$ cat src/rtl/decimating_sample_feeder.sv
// decimating_sample_feeder
// Sums a free-running signed ADC stream in blocks of 2^k samples and hands one
// scaled sum per block to a downstream filter as a single-cycle strobe, honouring
// the filter's busy back-pressure and flagging dropped blocks.
// Optional feature macro: FEEDER_OVERRUN_CNT_EN adds a 16-bit saturating
// dropped-block counter on overrun_cnt_o.

module decimating_sample_feeder #(
    parameter int ADC_WIDTH      = 14,
    parameter int MAX_DECIM_LOG2 = 3,
    parameter int OUTPUT_WIDTH   = 17
) (
    input  logic                                   clk_i,
    input  logic                                   rst_i,
    input  logic                                   enable_i,
    input  logic [$clog2(MAX_DECIM_LOG2+1)-1:0]    decim_log2_i,
    input  logic signed [ADC_WIDTH-1:0]            adc_i,
    input  logic                                   busy_i,
    input  logic                                   clear_i,
    output logic signed [OUTPUT_WIDTH-1:0]         data_o,
    output logic                                   data_valid_o,
    output logic                                   overrun_o
`ifdef FEEDER_OVERRUN_CNT_EN
    ,
    output logic [15:0]                            overrun_cnt_o
`endif
);

    localparam int KW = $clog2(MAX_DECIM_LOG2 + 1);
    localparam int PW = MAX_DECIM_LOG2;
    localparam int EW = OUTPUT_WIDTH - ADC_WIDTH;

    // Clamp a requested ratio to the largest supported one.
    function automatic logic [KW-1:0] sat_k(input logic [KW-1:0] k);
        if (k > KW'(MAX_DECIM_LOG2)) begin
            return KW'(MAX_DECIM_LOG2);
        end else begin
            return k;
        end
    endfunction

    // Phase value of the last sample in a block of 2^k samples.
    function automatic logic [PW-1:0] last_phase(input logic [KW-1:0] k);
        logic [PW:0] span;
        span = {{PW{1'b0}}, 1'b1} << k;
        return PW'(span - {{PW{1'b0}}, 1'b1});
    endfunction

    // State registers and their next-state values
    logic [PW-1:0]                  phase_cnt_q, phase_cnt_d;
    logic signed [OUTPUT_WIDTH-1:0] acc_q, acc_d;
    logic [KW-1:0]                  k_lat_q, k_lat_d;
    logic signed [OUTPUT_WIDTH-1:0] data_q, data_d;
    logic                           valid_q, valid_d;
    logic                           overrun_q, overrun_d;
`ifdef FEEDER_OVERRUN_CNT_EN
    logic [15:0]                    ovr_cnt_q, ovr_cnt_d;
`endif

    // Datapath helpers
    logic signed [OUTPUT_WIDTH-1:0] sample_ext_s;
    logic signed [OUTPUT_WIDTH-1:0] sum_s;
    logic signed [OUTPUT_WIDTH-1:0] cand_s;
    logic                           block_start_s;
    logic                           block_end_s;
    logic [KW-1:0]                  k_cur_s;
    logic [KW-1:0]                  shamt_s;
    logic                           drop_s;

    // Sample extension, running sum and block boundary detection.
    // At a block start the ratio for this block is the freshly sampled request,
    // so a k=0 block starts and ends in the same cycle.
    always_comb begin
        sample_ext_s  = {{EW{adc_i[ADC_WIDTH-1]}}, adc_i};
        block_start_s = (phase_cnt_q == {PW{1'b0}});
        if (block_start_s) begin
            k_cur_s = sat_k(decim_log2_i);
            sum_s   = sample_ext_s;
        end else begin
            k_cur_s = k_lat_q;
            sum_s   = acc_q + sample_ext_s;
        end
        block_end_s = (phase_cnt_q == last_phase(k_cur_s));
        shamt_s     = KW'(MAX_DECIM_LOG2) - k_cur_s;
        cand_s      = sum_s << shamt_s;
    end

    // Next-state logic for the accumulator, phase, output and status.
    always_comb begin
        phase_cnt_d = phase_cnt_q;
        acc_d       = acc_q;
        k_lat_d     = k_lat_q;
        data_d      = data_q;
        valid_d     = 1'b0;
        drop_s      = 1'b0;

        if (!enable_i) begin
            // Idle: discard any partial block, no strobe.
            phase_cnt_d = {PW{1'b0}};
            acc_d       = {OUTPUT_WIDTH{1'b0}};
        end else begin
            k_lat_d = k_cur_s;
            acc_d   = sum_s;
            if (block_end_s) begin
                phase_cnt_d = {PW{1'b0}};
                if (!busy_i) begin
                    data_d  = cand_s;
                    valid_d = 1'b1;
                end else begin
                    drop_s  = 1'b1;
                end
            end else begin
                phase_cnt_d = phase_cnt_q + {{(PW-1){1'b0}}, 1'b1};
            end
        end

        // A drop in the same cycle as a clear leaves the flag set.
        if (drop_s) begin
            overrun_d = 1'b1;
        end else if (clear_i) begin
            overrun_d = 1'b0;
        end else begin
            overrun_d = overrun_q;
        end
    end

`ifdef FEEDER_OVERRUN_CNT_EN
    // Saturating dropped-block counter; a simultaneous clear restarts it at one.
    always_comb begin
        if (drop_s) begin
            if (clear_i) begin
                ovr_cnt_d = 16'd1;
            end else if (ovr_cnt_q != 16'hFFFF) begin
                ovr_cnt_d = ovr_cnt_q + 16'd1;
            end else begin
                ovr_cnt_d = ovr_cnt_q;
            end
        end else if (clear_i) begin
            ovr_cnt_d = 16'd0;
        end else begin
            ovr_cnt_d = ovr_cnt_q;
        end
    end

    // Counter register with synchronous reset.
    always_ff @(posedge clk_i) begin
        if (rst_i) begin
            ovr_cnt_q <= 16'd0;
        end else begin
            ovr_cnt_q <= ovr_cnt_d;
        end
    end

    assign overrun_cnt_o = ovr_cnt_q;
`endif

    // State and output registers with synchronous reset.
    always_ff @(posedge clk_i) begin
        if (rst_i) begin
            phase_cnt_q <= {PW{1'b0}};
            acc_q       <= {OUTPUT_WIDTH{1'b0}};
            k_lat_q     <= {KW{1'b0}};
            data_q      <= {OUTPUT_WIDTH{1'b0}};
            valid_q     <= 1'b0;
            overrun_q   <= 1'b0;
        end else begin
            phase_cnt_q <= phase_cnt_d;
            acc_q       <= acc_d;
            k_lat_q     <= k_lat_d;
            data_q      <= data_d;
            valid_q     <= valid_d;
            overrun_q   <= overrun_d;
        end
    end

    assign data_o       = data_q;
    assign data_valid_o = valid_q;
    assign overrun_o    = overrun_q;

endmodule

$ cat config.mk
export PLATFORM = sky130hd
export DESIGN_NAME = decimating_sample_feeder
export DESIGN_NICKNAME = d
export VERILOG_FILES = /design/src/rtl/decimating_sample_feeder.sv
export SDC_FILE = /design/constraint.sdc
export NUM_CORES = 1
export LEC_CHECK = 0
export ABC_AREA = 1
export BUFFER_PORTS_ARGS = -buffer_cell sky130_fd_sc_hd__buf_2
export CAP_MARGIN = 0
export CELL_PAD_IN_SITES_DETAIL_PLACEMENT = 0
export CELL_PAD_IN_SITES_GLOBAL_PLACEMENT = 2
export CORE_MARGIN = 3
export CORE_UTILIZATION = 30
export DETAILED_ROUTE_END_ITERATION = 16
export HOLD_SLACK_MARGIN = 0.03
export PLACE_DENSITY = 0.8
export REMOVE_ABC_BUFFERS = 1
export SYNTH_ARGS = -nofsm -noshare
export SYNTH_HDL_FRONTEND = slang
export SYNTH_SLANG_ARGS = --single-unit
$ cat constraint.sdc
create_clock -name clk_i -period 2.3 [get_ports clk_i]
set_input_delay 0.46 -clock clk_i [delete_from_list [all_inputs] [get_ports clk_i]]
set_output_delay 0.46 -clock clk_i [all_outputs]
set_load 0.005 [all_outputs]
==> flow_summary_export.csv <==
group,metric,value,unit
final_layout,postLayoutCellArea,3580,µm²
grt,grt_start_max_net_pins,29,
worst_setup_path,worst_r2r_endpoint,"data_o[16]$_SDFFE_PP0P_",
sta,tightest_slew,0.402,ns
worst_setup_path,r2r_setup_slack,0.21,ns
grt,track_usage,0.159,
final_layout,fin_cells,695,
final_layout,drive_gt1_frac,0.146,
final_layout,layout_common_cells,"nand2_1 (148), inv_1 (82), nand3_1 (71)",
pwr,p_per_area,538,nW/µm²
route,via_per_inst,4.52,
floorplan,start_util,0.311,
yosys,synth_xor_area_frac,0.00572,
pwr,ir_drop,0.259,mV
sta,relSlewSlack,0.732,
sta,fin_skew,0.00629,ns
placed_design,place_inst,687,
yosys,synth-simple-area-share,0.417,
yosys,synth.yosys.seq_area_share,0.268,
worst_setup_path,cp_max_fo,3,
final_layout,diodes,0,
pwr,p_leak,1.95,nW
final_layout,n_fill_cell,1141,
yosys,yosysUniqueCellTypes,27,
worst_setup_path,crit_start,"acc_q[0]$_SDFF_PP0_",
floorplan,io_pins,40,
worst_setup_path,end_kind,"register",
grt,grt_pass1_wl,14800,µm
floorplan,die_h,107,µm
grt,antenna_found_initial,0,
yosys,yosysTopAreaCell,"dfxtp_1",
outcome,status,"complete, no violations",
final_layout,layout.nets,601,
floorplan,core_area,9860,µm²
cts,clock_path_buffers,2,
yosys,synth.area.top_cells,"dfxtp_1 (27%), nand2_1 (18%), nand3_1 (12%), inv_1 (10%), ha_1 (7.4%)",
placed_design,io_buffers,39,
worst_setup_path,critical_path_class,"reg -> reg",
worst_setup_path,worstPathRequired,2.50,ns
worst_setup_path,crit_path_start_kind,"register",
yosys,netlist_area,3060,µm²
floorplan,core.rowCount,36,
yosys,synthCells,512,
placed_design,placed_cell_area,3480,µm²
route,drtPass1Iterations,4,
cts,clkSinkCount,41,
yosys,synth_top_family_by_area,"simple AND/OR/NAND/NOR gates",
route,drtAntennaViolNets,0,
grt,grt_pass1_vias,2980,
worst_setup_path,cp_data_arrival_time,2.28,ns
sta,post-route-min-period,2.09,ns
final_layout,syn2layout_area_growth,17.0,%
route,drc,0,
yosys,synth_top_area_share,0.268,
cts,cts_root_buf,"clkbuf_8",
cts,htree_levels,2,
final_layout,final_common_cell,"nand2_1",
route,wire_per_inst,12.4,µm
worst_setup_path,reg2reg_from,"acc_q[0]$_SDFF_PP0_",
route,vias,3141,
route,wirelength,8640,µm
yosys,avgSynthCellArea,5.98,µm²
cts,cts_tree,"built",
sta,clock.fmax,479,MHz
cts,hold_buffers,0,
flow_run,drv_cap,0,
cts,insertion_delay,0.30,ns
grt,grt_overflow,0,
route,drt_iter0_drc,114,
sta,setup_viol,0,
worst_setup_path,ff2ff_path_depth,16,
cts,clk_pin_slew,0.08,ns
hold_path,hp-class,"in -> reg",
yosys,muxShareOfSynthArea,0,
sta,hold_violations,0,
placed_design,place_congestion,0.772,
cts,cts_buffers,5,
placed_design,dp_hpwl,6830,µm
yosys,synthAdderAreaFrac,0.0801,
yosys,synth_compound_area_frac,0.102,
floorplan,die_area,11500,µm²
sta,drv_slew,0,
floorplan,fp.dieW,107,µm
yosys,yosys_warnings,0,
yosys,synth-seq-cells,41,
worst_setup_path,crit_end,"data_o[16]$_SDFFE_PP0P_",
sta,post-route-period-util,0.907,
[cells in the mapped netlist, drive strengths merged]
cell type / number
xnor2: 2
buf: 2
nand4: 4
o211ai: 5
clkbuf: 11
clkinv: 2
nor2: 57
ha: 18
inv: 84
a21oi: 23
dfxtp: 41
o21ai: 25
nor3: 2
nand3: 73
nand3b: 4
and2: 3
fa: 1
nand2: 152
or2: 3
[worst max-delay path, cell delays in order, from the launching register on]
cell and delay, ns:
dfxtp_1 0.33, ha_1 0.17, inv_1 0.06, fa_1 0.39, inv_1 0.09, buf_4 0.12, nand2_1 0.07, nand3_1 0.09
nand2_1 0.09, nand2_1 0.08, nand2_1 0.07, nand3_2 0.09, nand3_1 0.09, nand2_1 0.08, nor2_1 0.04, nor2_1 0.10
nor2_1 0.04
[state kept, by name, indices dropped and copies added, names as in the netlist]
| signal | flops |
|---|---|
| data_o | 17 |
| phase_cnt_q | 3 |
| k_lat_q | 2 |
| data_valid_o | 1 |
| acc_q | 17 |
| overrun_o | 1 |
[worst min-delay path by stage]
stage / endpoint / cells after the start / start
finish: overrun_o$_SDFFE_PP0P_ / 4 / clear_i
global route: overrun_o$_SDFFE_PP0P_ / 4 / clear_i
CTS: k_lat_q[0]$_SDFFE_PP0P_ / 3 / enable_i
detailed placement: phase_cnt_q[0]$_SDFF_PP0_ / 1 / phase_cnt_q[0]$_SDFF_PP0_
floorplan: phase_cnt_q[0]$_SDFF_PP0_ / 1 / phase_cnt_q[0]$_SDFF_PP0_
global placement: phase_cnt_q[0]$_SDFF_PP0_ / 1 / phase_cnt_q[0]$_SDFF_PP0_
[cell type report]
type	count	area [µm²]	area share
Tap cell	133	166	0.0465
Timing Repair Buffer	55	315	0.0880
Multi-Input combinational cell	372	1860	0.519
Inverter	86	335	0.0936
Clock inverter	2	10.0	0.00279
Clock buffer	6	72.6	0.0203
Sequential cell	41	822	0.229
[what timing repair did]
item | in CTS | in global routing
setup buffers | 0 | 0
endpoints found under the setup margin | 0 | 8
resized for setup | 0 | 7
hold endpoints to repair | 0 | 0
[kinds of logic (layout without fill, tap and decap cells)]
group | after synthesis | count (layout)
fa+ha+maj | 19 | 19
buf+inv | 99 | 149
flops | 41 | 41
xor+xnor | 2 | 2
compound gates | 53 | 53
simple gates | 298 | 298
[power breakdown]
| part | switching [mW] | internal, mW | total [mW] |
|---|---|---|---|
| logic | 0.430 | 0.248 | 0.679 |
| clock network | 0.262 | 0.211 | 0.473 |
| registers | 0.0206 | 0.754 | 0.775 |
[routing by layer]
metal	GRT usage	up-vias	routed length [µm]
met3	0.0259	6	345
met4	0.0301	0	68
met5	0	-	0
li1	-	1713	-
met2	0.250	54	3720
met1	0.231	1368	4500
[through the flow]
stage               setup WS (ns)  setup TNS [ns]  hold slack, ns  utilization  total power [mW]
global route             -0.00855        -0.00855           0.437        0.363              2.10
global placement          -0.0939          -0.236           0.441        0.353              1.47
detailed placement         -0.119          -0.447           0.458        0.353              1.47
CTS                         0.151               0           0.429        0.361              1.95
floorplan                   0.135               0           0.427            -              1.24
finish                      0.214               0           0.426        0.363              1.93
No activity file was read; power rests on OpenSTA's default activity.
